`src/rtl/cv32e40x_rvfi_retire_sched.sv`:
```
// cv32e40x_rvfi_retire_sched
//
// Turns WB-stage retirements into ordered RVFI trace records for a tracer or
// formal sink.
//  - Each retirement receives the next value of a 64-bit order counter; the
//    first retirement after reset has order 1.
//  - Interrupt and debug-entry events are captured and attached to the next
//    retired instruction.
//  - Records are queued in a DEPTH-entry FIFO.
//
// Ports
//   clk, rst_n        clock, synchronous active-low reset
//   wb_retire_i       instruction retires this cycle
//   wb_pc_i           PC of the retiring instruction
//   wb_trap_i         rvfi_trap of the retiring instruction
//   intr_taken_i      interrupt/NMI taken pulse
//   intr_pc_i         handler address, qualified by intr_taken_i
//   dbg_taken_i       debug-entry pulse
//   dbg_cause_i       debug cause, qualified by dbg_taken_i
//   out_ready_i       consumer accepts the head record
//   out_valid_o       head record valid
//   out_order_o       head order
//   out_pc_o          head PC
//   out_trap_o        head trap
//   out_intr_o        head rvfi_intr_t {valid, order[63:0], pc_wdata[31:0]}
//   out_dbg_o         head debug cause (0 = none)
//   pend_o            an event is waiting for a retirement (registered)
//   ovfl_o            sticky record-drop flag
//   dbg_state_o       event FSM state (0 = RUN, 1 = PEND)
//
// Handshake: a record transfers on any rising edge where out_valid_o and
// out_ready_i are both high. out_valid_o depends only on registered state.
// While valid is high and ready is low, the head record is held stable.
//
// Optional feature: CV32E40X_RVFI_SCHED_OVFL_EN compiles in overflow
// detection, the sticky ovfl_o flag and a drop assertion. Without it, ovfl_o
// is tied to 0. In both builds a retirement into a full FIFO with no pop is
// discarded, and the order counter still advances.

module cv32e40x_rvfi_retire_sched #(
  parameter int DEPTH = 4
) (
  input  logic        clk,
  input  logic        rst_n,
  input  logic        wb_retire_i,
  input  logic [31:0] wb_pc_i,
  input  logic [11:0] wb_trap_i,
  input  logic        intr_taken_i,
  input  logic [31:0] intr_pc_i,
  input  logic        dbg_taken_i,
  input  logic [2:0]  dbg_cause_i,
  input  logic        out_ready_i,
  output logic        out_valid_o,
  output logic [63:0] out_order_o,
  output logic [31:0] out_pc_o,
  output logic [11:0] out_trap_o,
  output logic [96:0] out_intr_o,
  output logic [2:0]  out_dbg_o,
  output logic        pend_o,
  output logic        ovfl_o,
  output logic        dbg_state_o
);

  localparam int AW = (DEPTH > 1) ? $clog2(DEPTH) : 1;

  typedef struct packed {
    logic [63:0] order;
    logic [31:0] pc;
    logic [11:0] trap;
    logic [96:0] intr;
    logic [2:0]  dbg;
  } rec_t;

  typedef enum logic {S_RUN = 1'b0, S_PEND = 1'b1} state_e;

  state_e      r_state, w_state_nxt;
  logic [63:0] r_order;
  logic [63:0] w_order_nxt;

  // Pending event fields. They are all zero whenever nothing is pending, so a
  // record can take them directly without looking at the FSM state.
  logic        r_p_iv,  w_p_iv;
  logic [63:0] r_p_io,  w_p_io;
  logic [31:0] r_p_pc,  w_p_pc;
  logic [2:0]  r_p_dbg, w_p_dbg;

  rec_t        r_mem [DEPTH];
  logic [AW:0] r_wr, r_rd;
  logic        w_empty, w_full, w_push, w_pop;
  rec_t        w_rec, w_head;

  assign w_order_nxt = r_order + 64'd1;

  // Event FSM
  always_comb begin
    w_state_nxt = r_state;
    case (r_state)
      S_RUN:   if (intr_taken_i || dbg_taken_i) w_state_nxt = S_PEND;
      S_PEND:  if (wb_retire_i && !intr_taken_i && !dbg_taken_i) w_state_nxt = S_RUN;
      default: w_state_nxt = S_RUN;
    endcase
  end

  // Pending-event update. A retirement consumes everything that is pending,
  // and an event arriving in the same cycle is then stored fresh. An
  // interrupt that arrives while an earlier one is still pending keeps the
  // earlier order and only replaces the handler address.
  always_comb begin
    w_p_iv  = r_p_iv;
    w_p_io  = r_p_io;
    w_p_pc  = r_p_pc;
    w_p_dbg = r_p_dbg;
    if (wb_retire_i) begin
      w_p_iv  = 1'b0;
      w_p_io  = '0;
      w_p_pc  = '0;
      w_p_dbg = '0;
    end
    if (intr_taken_i) begin
      if (!w_p_iv) w_p_io = wb_retire_i ? w_order_nxt : r_order;
      w_p_iv = 1'b1;
      w_p_pc = intr_pc_i;
    end
    if (dbg_taken_i) w_p_dbg = dbg_cause_i;
  end

  always_comb begin
    w_rec.order = w_order_nxt;
    w_rec.pc    = wb_pc_i;
    w_rec.trap  = wb_trap_i;
    w_rec.intr  = {r_p_iv, r_p_io, r_p_pc};
    w_rec.dbg   = r_p_dbg;
  end

  // FIFO pointers carry one extra wrap bit to tell full from empty.
  assign w_empty = (r_wr == r_rd);
  assign w_full  = (r_wr[AW] != r_rd[AW]) && (r_wr[AW-1:0] == r_rd[AW-1:0]);
  assign w_pop   = !w_empty && out_ready_i;
  assign w_push  = wb_retire_i && (!w_full || w_pop);

  always_ff @(posedge clk) begin
    if (!rst_n) begin
      r_state <= S_RUN;
      r_order <= '0;
      r_p_iv  <= 1'b0;
      r_p_io  <= '0;
      r_p_pc  <= '0;
      r_p_dbg <= '0;
      r_wr    <= '0;
      r_rd    <= '0;
    end else begin
      r_state <= w_state_nxt;
      if (wb_retire_i) r_order <= w_order_nxt;
      r_p_iv  <= w_p_iv;
      r_p_io  <= w_p_io;
      r_p_pc  <= w_p_pc;
      r_p_dbg <= w_p_dbg;
      if (w_push) r_wr <= r_wr + 1'b1;
      if (w_pop)  r_rd <= r_rd + 1'b1;
    end
  end

  // Storage needs no reset; the outputs are masked while the FIFO is empty.
  always_ff @(posedge clk) begin
    if (w_push) r_mem[r_wr[AW-1:0]] <= w_rec;
  end

  assign w_head      = r_mem[r_rd[AW-1:0]];
  assign out_valid_o = !w_empty;
  assign out_order_o = out_valid_o ? w_head.order : '0;
  assign out_pc_o    = out_valid_o ? w_head.pc    : '0;
  assign out_trap_o  = out_valid_o ? w_head.trap  : '0;
  assign out_intr_o  = out_valid_o ? w_head.intr  : '0;
  assign out_dbg_o   = out_valid_o ? w_head.dbg   : '0;
  assign pend_o      = (r_state == S_PEND);
  assign dbg_state_o = r_state;

`ifdef CV32E40X_RVFI_SCHED_OVFL_EN
  logic w_drop;
  logic r_ovfl;
  assign w_drop = wb_retire_i && w_full && !w_pop;

  always_ff @(posedge clk) begin
    if (!rst_n)      r_ovfl <= 1'b0;
    else if (w_drop) r_ovfl <= 1'b1;
  end
  assign ovfl_o = r_ovfl;

  // A drop is reported as a warning so that tracing can continue.
  always_ff @(posedge clk) begin
    if (rst_n) begin
      assert (!w_drop) else $warning("rvfi retire record dropped, fifo full");
    end
  end
`else
  assign ovfl_o = 1'b0;
`endif

endmodule
```
`config.mk`:
```
export PLATFORM = sky130hd
export DESIGN_NAME = cv32e40x_rvfi_retire_sched
export DESIGN_NICKNAME = d
export VERILOG_FILES = /design/src/rtl/cv32e40x_rvfi_retire_sched.sv
export SDC_FILE = /design/constraint.sdc
export NUM_CORES = 1
export LEC_CHECK = 0
export BUFFER_PORTS_ARGS = -buffer_cell sky130_fd_sc_hd__buf_4
export CAP_MARGIN = 20
export CORE_AREA = 2 2 246 309
export DETAILED_ROUTE_END_ITERATION = 8
export DIE_AREA = 0 0 248 311
export GPL_TIMING_DRIVEN = 0
export PLACE_DENSITY = 0.75
export SKIP_LAST_GASP = 1
export SYNTH_ARGS = -nofsm -noshare
export SYNTH_HDL_FRONTEND = slang
export SYNTH_SLANG_ARGS = --single-unit
```
`constraint.sdc`:
```
create_clock -name clk -period 12.3 [get_ports clk]
set_input_delay 2.46 -clock clk [delete_from_list [all_inputs] [get_ports clk]]
set_output_delay 2.46 -clock clk [all_outputs]
set_load 0.02 [all_outputs]
```
==> impl_results.md, run 1 <==
- # resized after CTS: 0
- Yosys warning total: 0
- Vias in the first global route: approximately 23000
- Power share of the clock group: approximately a third
- Vias: ~22000
- Die X: roughly 250 um
- Number of antenna violations at the first check in global routing: 2
- Stage delay of the slowest cell on the critical path: approximately 0.80 ns
- Maximum vdd drop: between 0.15 and 0.2 mV
- Worst Path Max Fanout: 10
- CTS H-Tree Depth: 3
- Final net count: roughly 2800
- Most common cell on crit path: sky130_fd_sc_hd__clkbuf_1
- Hold bufs inserted after CTS: 0
- Number of buffers added for setup after CTS: 0
- Switching part of the total power: 26.5%
- Overall die area: 77100 sq um
- Max-cap check violation count: 0
- Global-route wire length before repair: approximately 140000 um
- Chip Height: 311 um
- Relative slew slack: around 28%
- Core region area: between 70000 and 80000 sq um
- Capturing element type of the critical path: output port
- Cell with the largest stage delay on the worst path: sky130_fd_sc_hd__clkbuf_1
- Instance area at placement: approximately 44000 sq um
- Clk slew on worst S/H paths: 0.07 ns
- Endpoint arrival time on the critical path: approximately 4.1 ns
- Setup Crit Path Kind: flop to output port
- Transition time at the pin with the least slew margin: 1.08 ns
- Mapped Nets: around 2400
- Stages on the worst setup path: 6
- Via density: between 5 and 6
- Commonest register cell after synthesis: sky130_fd_sc_hd__edfxtp_1
- Gate family responsible for the most delay along the worst path: buffers and inverters
- Worst min-delay path category: flop to flop
- Worst-case setup margin in the final layout: 5.74 ns
- Worst clock skew: 0.0322 ns
- Number of clock buffers inserted by TritonCTS: 96
- Maximum clock insertion buffer count: 3
- Hold-critical path depth: 0
- Fraction of power consumed by combinational cells: between 20 and 25%
- PwrDens: roughly 180 nW/um^2
- Final number of setup-violating endpoints: 0
- Status: complete, no violations
- WP buf/inv: 4
- Sequential power share: between 40% and 50%
- TritonRoute pass-1 iters: 5
- Number of cells on the worst reg-to-reg path: 7
- Post-synthesis instance total: roughly 2300
- Max frequency: 152 MHz
- Net switching power: approximately 0.0023 W
- Sequential element share of the synthesized area: 71.7%
- Count of antenna-violating nets left after detailed routing: 0
- Global-route total usage across every layer: 24.8%
- WL/cell: between 20 and 30 um
- Share of cells above drive strength 1: 26.4%
- Routed WL: approximately 95000 um
- RSZ-0062 raised after global routing: no
- CP startpoint kind: flop
- IO Pins: ~300
- Starting density of the core: 53.5%
- Fraction of synthesis flops using an asynchronous set or reset pin: 0%
- Post-route fraction of the period consumed by the critical path: between 50 and 60%
- Clock root cell: sky130_fd_sc_hd__clkbuf_16
- Min Tclk post-route: ~6.6 ns
- Worst Path Required: around 9.8 ns
- Max-slew violations: 0
- Area growth syn-to-layout: 18.8%
- Worst setup timing slack at the placement stage: approximately 6.5 ns
- Final hold violation count: 0
- Final total negative setup slack: 0 ns
- First-iteration detailed-routing DRC count: roughly 1800
- Mapped Avg Cell Area: 17.2 sq um
- Leakage power total: ~16 nW
- Insertion delay of the later-clocked pin in the worst-skew pair: around 0.67 ns
- Remaining global-route overflow: 0
- Number of synthesized register bits: 1005
- Internal power: roughly 0.0064 W
- DRC Markers: 0
- Number of clock sinks: 1005
- TritonCTS clock tree: built
- Final std cell area, no fill: about 47000 sq um
- Area of the mapped netlist: between 30000 and 40000 sq um
- Detailed Place HPWL: ~66000 um
- Count of port buffers added during placement: roughly 300
- Number of synthesized flops with an enable pin: ~830
- Largest net degree at the start of global routing: 30
- Num rows: around 110
- Cell chain of the critical path: clkbuf_1, clkbuf_1, buf_1, mux4_2, and2_1, buf_4
- Final RePlAce weighted congestion: just over 0.9
- Yosys cell types: 51
==> path summary, 6_finish.rpt <==
| path | from | to | slack, ns |
|---|---|---|---|
| setup / recovery | flop | out_intr_o[92] | 5.74 |
| hold / removal | r_p_io[61] | r_mem[3][96] | 0.49 |
| setup reg to reg | r_order[0] | r_mem[0][204] | 8.92 |
| hold reg to reg | r_p_io[61] | r_mem[3][96] | 0.49 |
==> synthesized netlist by cell type, types with 10 or more instances <==
master / count / share of area (%)
sky130_fd_sc_hd__mux4_2: 208 / 12
sky130_fd_sc_hd__buf_2: 23 / 0.29
sky130_fd_sc_hd__nand4_1: 42 / 0.66
sky130_fd_sc_hd__nor4_1: 13 / 0.20
sky130_fd_sc_hd__o21ai_0: 44 / 0.55
sky130_fd_sc_hd__nand3_1: 38 / 0.48
sky130_fd_sc_hd__dfxtp_1: 173 / 8.7
sky130_fd_sc_hd__xor2_1: 62 / 1.4
sky130_fd_sc_hd__nor2b_1: 100 / 1.6
sky130_fd_sc_hd__nor3_1: 24 / 0.30
sky130_fd_sc_hd__a21oi_1: 47 / 0.59
sky130_fd_sc_hd__and2_1: 236 / 3.7
sky130_fd_sc_hd__buf_1: 19 / 0.18
sky130_fd_sc_hd__clkbuf_1: 97 / 0.92
sky130_fd_sc_hd__nor3b_1: 35 / 0.66
sky130_fd_sc_hd__nand2_1: 99 / 0.94
sky130_fd_sc_hd__edfxtp_1: 832 / 63
sky130_fd_sc_hd__inv_1: 10 / 0.095
sky130_fd_sc_hd__nor2_1: 52 / 0.49
sky130_fd_sc_hd__xnor2_1: 69 / 1.5
sky130_fd_sc_hd__and3_1: 13 / 0.20
==> cell families (layout without fill, tap and decap cells) <==
| kind of cell | count (synthesis) | after routing | share of synthesized area, % |
|---|---|---|---|
| DFF | 1005 | 1005 | 71.7 |
| and+or+nand+nor | 686 | 686 | 10.2 |
| muxes | 214 | 214 | 12.0 |
| buffers and inverters | 155 | 663 | 1.59 |
| xor gates and xnor gates | 131 | 131 | 2.89 |
| AOI/OAI and AO/OA | 113 | 113 | 1.51 |
| adders and majority gates | 6 | 6 | 0.189 |
| other | 1 | 2 | 0.00945 |
==> metrics by stage <==
step / power, W / instances / utilization [%] / hold slack [ns]
2_1_floorplan: 0.00501 / 2311 / - / 0.452
4_1_cts: 0.00874 / 3788 / 63.6 / 0.494
5_1_grt: 0.00895 / 3789 / 63.6 / 0.513
6_report: 0.00866 / 3789 / 63.6 / 0.493
3_3_place_gp: 0.00575 / 3574 / 58.1 / 0.459
3_5_place_dp: 0.00574 / 3611 / 59.2 / 0.480
==> power by group through the flow <==
stage               Sequential (W)  Combinational (W)  Clock (W)
floorplan                  0.00395            0.00106          0
global placement           0.00399            0.00176          0
detailed placement         0.00392            0.00182          0
CTS                        0.00385            0.00183    0.00306
global route               0.00386            0.00191    0.00319
finish                     0.00385            0.00179    0.00302
==> final cells by class <==
type | instances | area [sq um]
antenna | 1 | 2.50
fill | 5138 | 27000
multi-input combinational | 1151 | 10600
inverter | 10 | 37.5
timing repair buffer | 331 | 2960
tap | 969 | 1210
buffer | 145 | 594
clock inverter | 53 | 582
clock buffer | 124 | 2660
sequential | 1005 | 28400
==> per-layer routing <==
layer  global-route usage [%]  up-vias  share of wire (%)
met4                     9.88        0                3.8
met2                     42.4      752                 51
met5                        0        -                  0
li1                         -     9667                  -
met1                     31.9    11300                 39
met3                     3.35      177                6.0
==> flip-flops by register name, indices dropped and copies added (netlist names), named ones only <==
name / flops
r_p_iv: 1
dbg_state_o: 1
r_p_io: 64
r_mem: 832
r_p_pc: 32
r_wr: 3
r_p_dbg: 3
r_rd: 3
r_order: 64
==> layout by cell type, fill, tap and decap left out, types with 6 or more instances in the layout <==
cell type,netlist,routed
sky130_fd_sc_hd__dfxtp_1,173,173
sky130_fd_sc_hd__inv_1,10,10
sky130_fd_sc_hd__nor3_1,24,24
sky130_fd_sc_hd__o21ai_0,44,44
sky130_fd_sc_hd__and2_1,236,236
sky130_fd_sc_hd__edfxtp_1,832,832
sky130_fd_sc_hd__ha_1,6,6
sky130_fd_sc_hd__nor2b_1,100,100
sky130_fd_sc_hd__nor3b_1,35,35
sky130_fd_sc_hd__xor2_1,62,62
sky130_fd_sc_hd__clkinv_2,0,20
sky130_fd_sc_hd__clkbuf_1,97,114
sky130_fd_sc_hd__a21oi_1,47,47
sky130_fd_sc_hd__and4_1,7,7
sky130_fd_sc_hd__clkbuf_8,0,7
sky130_fd_sc_hd__bufinv_16,0,11
sky130_fd_sc_hd__buf_1,19,19
sky130_fd_sc_hd__clkbuf_16,0,100
sky130_fd_sc_hd__and3_1,13,13
sky130_fd_sc_hd__nor4_1,13,13
sky130_fd_sc_hd__buf_12,0,31
sky130_fd_sc_hd__buf_2,23,23
sky130_fd_sc_hd__xnor2_1,69,69
sky130_fd_sc_hd__nand2_1,99,99
sky130_fd_sc_hd__nor2_1,52,48
sky130_fd_sc_hd__o21ai_1,9,9
sky130_fd_sc_hd__nand4_1,42,42
sky130_fd_sc_hd__mux4_2,208,208
sky130_fd_sc_hd__buf_4,3,297
sky130_fd_sc_hd__mux2i_1,6,6
sky130_fd_sc_hd__clkinv_1,0,9
sky130_fd_sc_hd__nand3_1,38,38
Note: power is estimated with default switching activity, not from simulation.
==> run 2: changes to the inputs <==
- clock period: 12.3 -> 5.7 ns (I/O delays scaled with it)
==> run 2 against run 1 <==
  * First-iteration DRC count barely moved
  * Combinational power rose by 120%
  * Core utilization fell by 0.33 points
  * Critical path depth did not move
  * Via count rose by 0.29%
  * Clock skew fell by 0.0047 ns
  * Die area did not move
==> impl_results.md, run 2 (synthesis gave the netlist of run 1 again) <==
- Max frequency: around 190 MHz
- # resized after CTS: 0 (unchanged)
- Most common cell on crit path: sky130_fd_sc_hd__clkbuf_1
- Capturing element type of the critical path: output port
- Endpoint arrival time on the critical path: 4.18 ns (+0.08 ns)
- CP startpoint kind: flop
- Number of flip-flops under the largest register name: 832 (unchanged)
- Insertion delay of the later-clocked pin in the worst-skew pair: 0.66 ns (about the same)
- Chip Height: 311 um (unchanged)
- Leakage power total: 15.9 nW (-0.72%)
- Largest net degree at the start of global routing: 30 (unchanged)
- First-iteration detailed-routing DRC count: 1794 (-0.056%)
- Max-slew violations: 0 (unchanged)
- Stage delay of the slowest cell on the critical path: 0.84 ns (+0.04 ns)
- Maximum clock insertion buffer count: 3 (unchanged)
- Area growth syn-to-layout: 18.2%
- Overall die area: 77100 sq um (unchanged)
- IO Pins: 297 (unchanged)
- CTS H-Tree Depth: 3 (unchanged)
- Number of buffers added for setup after CTS: 0 (unchanged)
- Leading cell type in the layout, fill and taps excluded: sky130_fd_sc_hd__edfxtp_1
- Clk slew on worst S/H paths: 0.07 ns (about the same)
- Worst min-delay path category: flop to flop
- Count of port buffers added during placement: 294 (unchanged)
- Power, Total: 0.0184 W (+110%)
- Vias in the first global route: 22700 (+0.12%)
- WL/cell: 25.4 um (+0.72%)
- Routed WL: 95900 um (+0.53%)
- RSZ-0062 raised after global routing: no
- Share of the core filled with cells: 63.2% (-0.33 points)
- PwrDens: 392 nW/um^2 (+110%)
- Relative slew slack: 23.1% (-5.1 points)
- Layout filler cell count: 5193 (+1.1%)
- Post-route fraction of the period consumed by the critical path: slightly above 90%
- Final number of setup-violating endpoints: 0 (unchanged)
- TritonCTS clock tree: built
- Clock root cell: sky130_fd_sc_hd__clkbuf_16
- Hold bufs inserted after CTS: 0 (unchanged)
- Remaining global-route overflow: 0 (unchanged)
- TritonRoute pass-1 iters: 5 (unchanged)
- Global-route wire length before repair: 143000 um (+1.0%)
- Detailed Place HPWL: 66300 um (-0.11%)
- Count of antenna-violating nets left after detailed routing: 0 (unchanged)
- Starting density of the core: 53.5% (unchanged)
- Worst Path Max Fanout: 10 (unchanged)
- Worst clock skew: 0.0274 ns (-0.00474 ns)
- Via density: 5.81 (+0.47%)
- Vias: 22000 (+0.29%)
- Maximum vdd drop: 0.271 mV (+75%)
- Number of clock buffers inserted by TritonCTS: 94 (-2.1%)
- Final hold violation count: 0 (unchanged)
- Setup Crit Path Kind: flop to output port
- Core region area: 74100 sq um (unchanged)
- Num rows: 112 (unchanged)
- Worst Path Required: 4.56 ns (-5.28 ns)
- Number of antenna violations at the first check in global routing: 2 (unchanged)
- Number of clock sinks: 1005 (unchanged)
- Max-cap check violation count: 0 (unchanged)
- Final net count: 2826 (-0.18%)
- Final RePlAce weighted congestion: 0.879 (-3.7%)
- Cell chain of the critical path: clkbuf_1, clkbuf_1, buf_1, mux4_2, and2_1, buf_4
- Most frequent cells in the layout: sky130_fd_sc_hd__edfxtp_1, sky130_fd_sc_hd__buf_4, sky130_fd_sc_hd__and2_1, sky130_fd_sc_hd__mux4_2, sky130_fd_sc_hd__dfxtp_1
- Cell with the largest stage delay on the worst path: sky130_fd_sc_hd__clkbuf_1
- Share of cells above drive strength 1: 26.0% (-0.32 points)
- Die X: 248 um (unchanged)
- Min Tclk post-route: 5.32 ns
- Status: complete, no violations
- DRC Markers: 0 (unchanged)
- Global-route total usage across every layer: 25.0% (+0.28 points)
- Transition time at the pin with the least slew margin: 1.15 ns (+0.0758 ns)
## run 2: cell count changes in the layout (fill, tap and decap cells not counted), sizes merged
cell / previous run / this run
clkbuf: 223 / 216
clkinv: 34 / 39
bufinv: 11 / 7
buf: 377 / 374
diode: 1 / 2
inv: 13 / 14
## run 2: per-stage QoR
| step | instances | hold WS, ns | cell area, sq um | TNS, ns | worst slack (ns) |
|---|---|---|---|---|---|
| 3_3_place_gp | 3574 | 0.460 | 43100 | -4750.05 | -6.83 |
| 4_1_cts | 3780 | 0.476 | 46900 | 0 | 0.283 |
| 5_1_grt | 3781 | 0.495 | 46900 | 0 | 0.350 |
| 6_report | 3782 | 0.485 | 46900 | 0 | 0.383 |
| 2_1_floorplan | 2311 | 0.452 | 39700 | -1219.07 | -1.95 |
| 3_5_place_dp | 3608 | 0.480 | 43800 | 0 | 1.01 |
## run 2: worst paths after layout
check                    to       start  slack (ns)  depth (start not counted)
max          out_intr_o[93]        flop        0.38                          6
min            r_mem[0][11]   r_p_pc[8]        0.49                          0
max reg2reg   r_mem[0][198]  r_order[0]        2.41                          7
min reg2reg    r_mem[0][11]   r_p_pc[8]        0.49                          0
## run 2: where the power goes
group,internal (W),switching [W],total (W)
Combinational,0.00170,0.00216,0.00385
Sequential,0.00822,0.0000892,0.00830
Clock,0.00352,0.00269,0.00621
Total,0.0134,0.00494,0.0184
## run 2: worst max-delay path: cells and delay by family, from the launching register on
family | cells | cell delay (ns)
flip-flops | 1 | 0.31
AND/OR/NAND/NOR | 1 | 0.27
buffers and inverters | 4 | 2.51
multiplexers | 1 | 0.41
## run 2: area by class of cell
cell class / count / area [sq um] / share of cell area [%]
clock inverters: 55 / 483 / 1.03
plain buffers: 145 / 594 / 1.27
multi-input cells: 1151 / 10600 / 22.7
clock buffers: 117 / 2560 / 5.47
flip-flops and latches: 1005 / 28400 / 60.7
repair buffers: 328 / 2910 / 6.20
inverters: 10 / 37.5 / 0.0801
well taps: 969 / 1210 / 2.59
diodes: 2 / 5.00 / 0.0107
## run 2: metal layers
layer | vias up | GRT usage, % | wire length (um)
met5 | - | 0 | 12
met4 | 2 | 9.13 | 3070
met3 | 156 | 3.54 | 5670
met2 | 776 | 43.0 | 49600
met1 | 11400 | 32.4 | 37600
li1 | 9668 | - | -
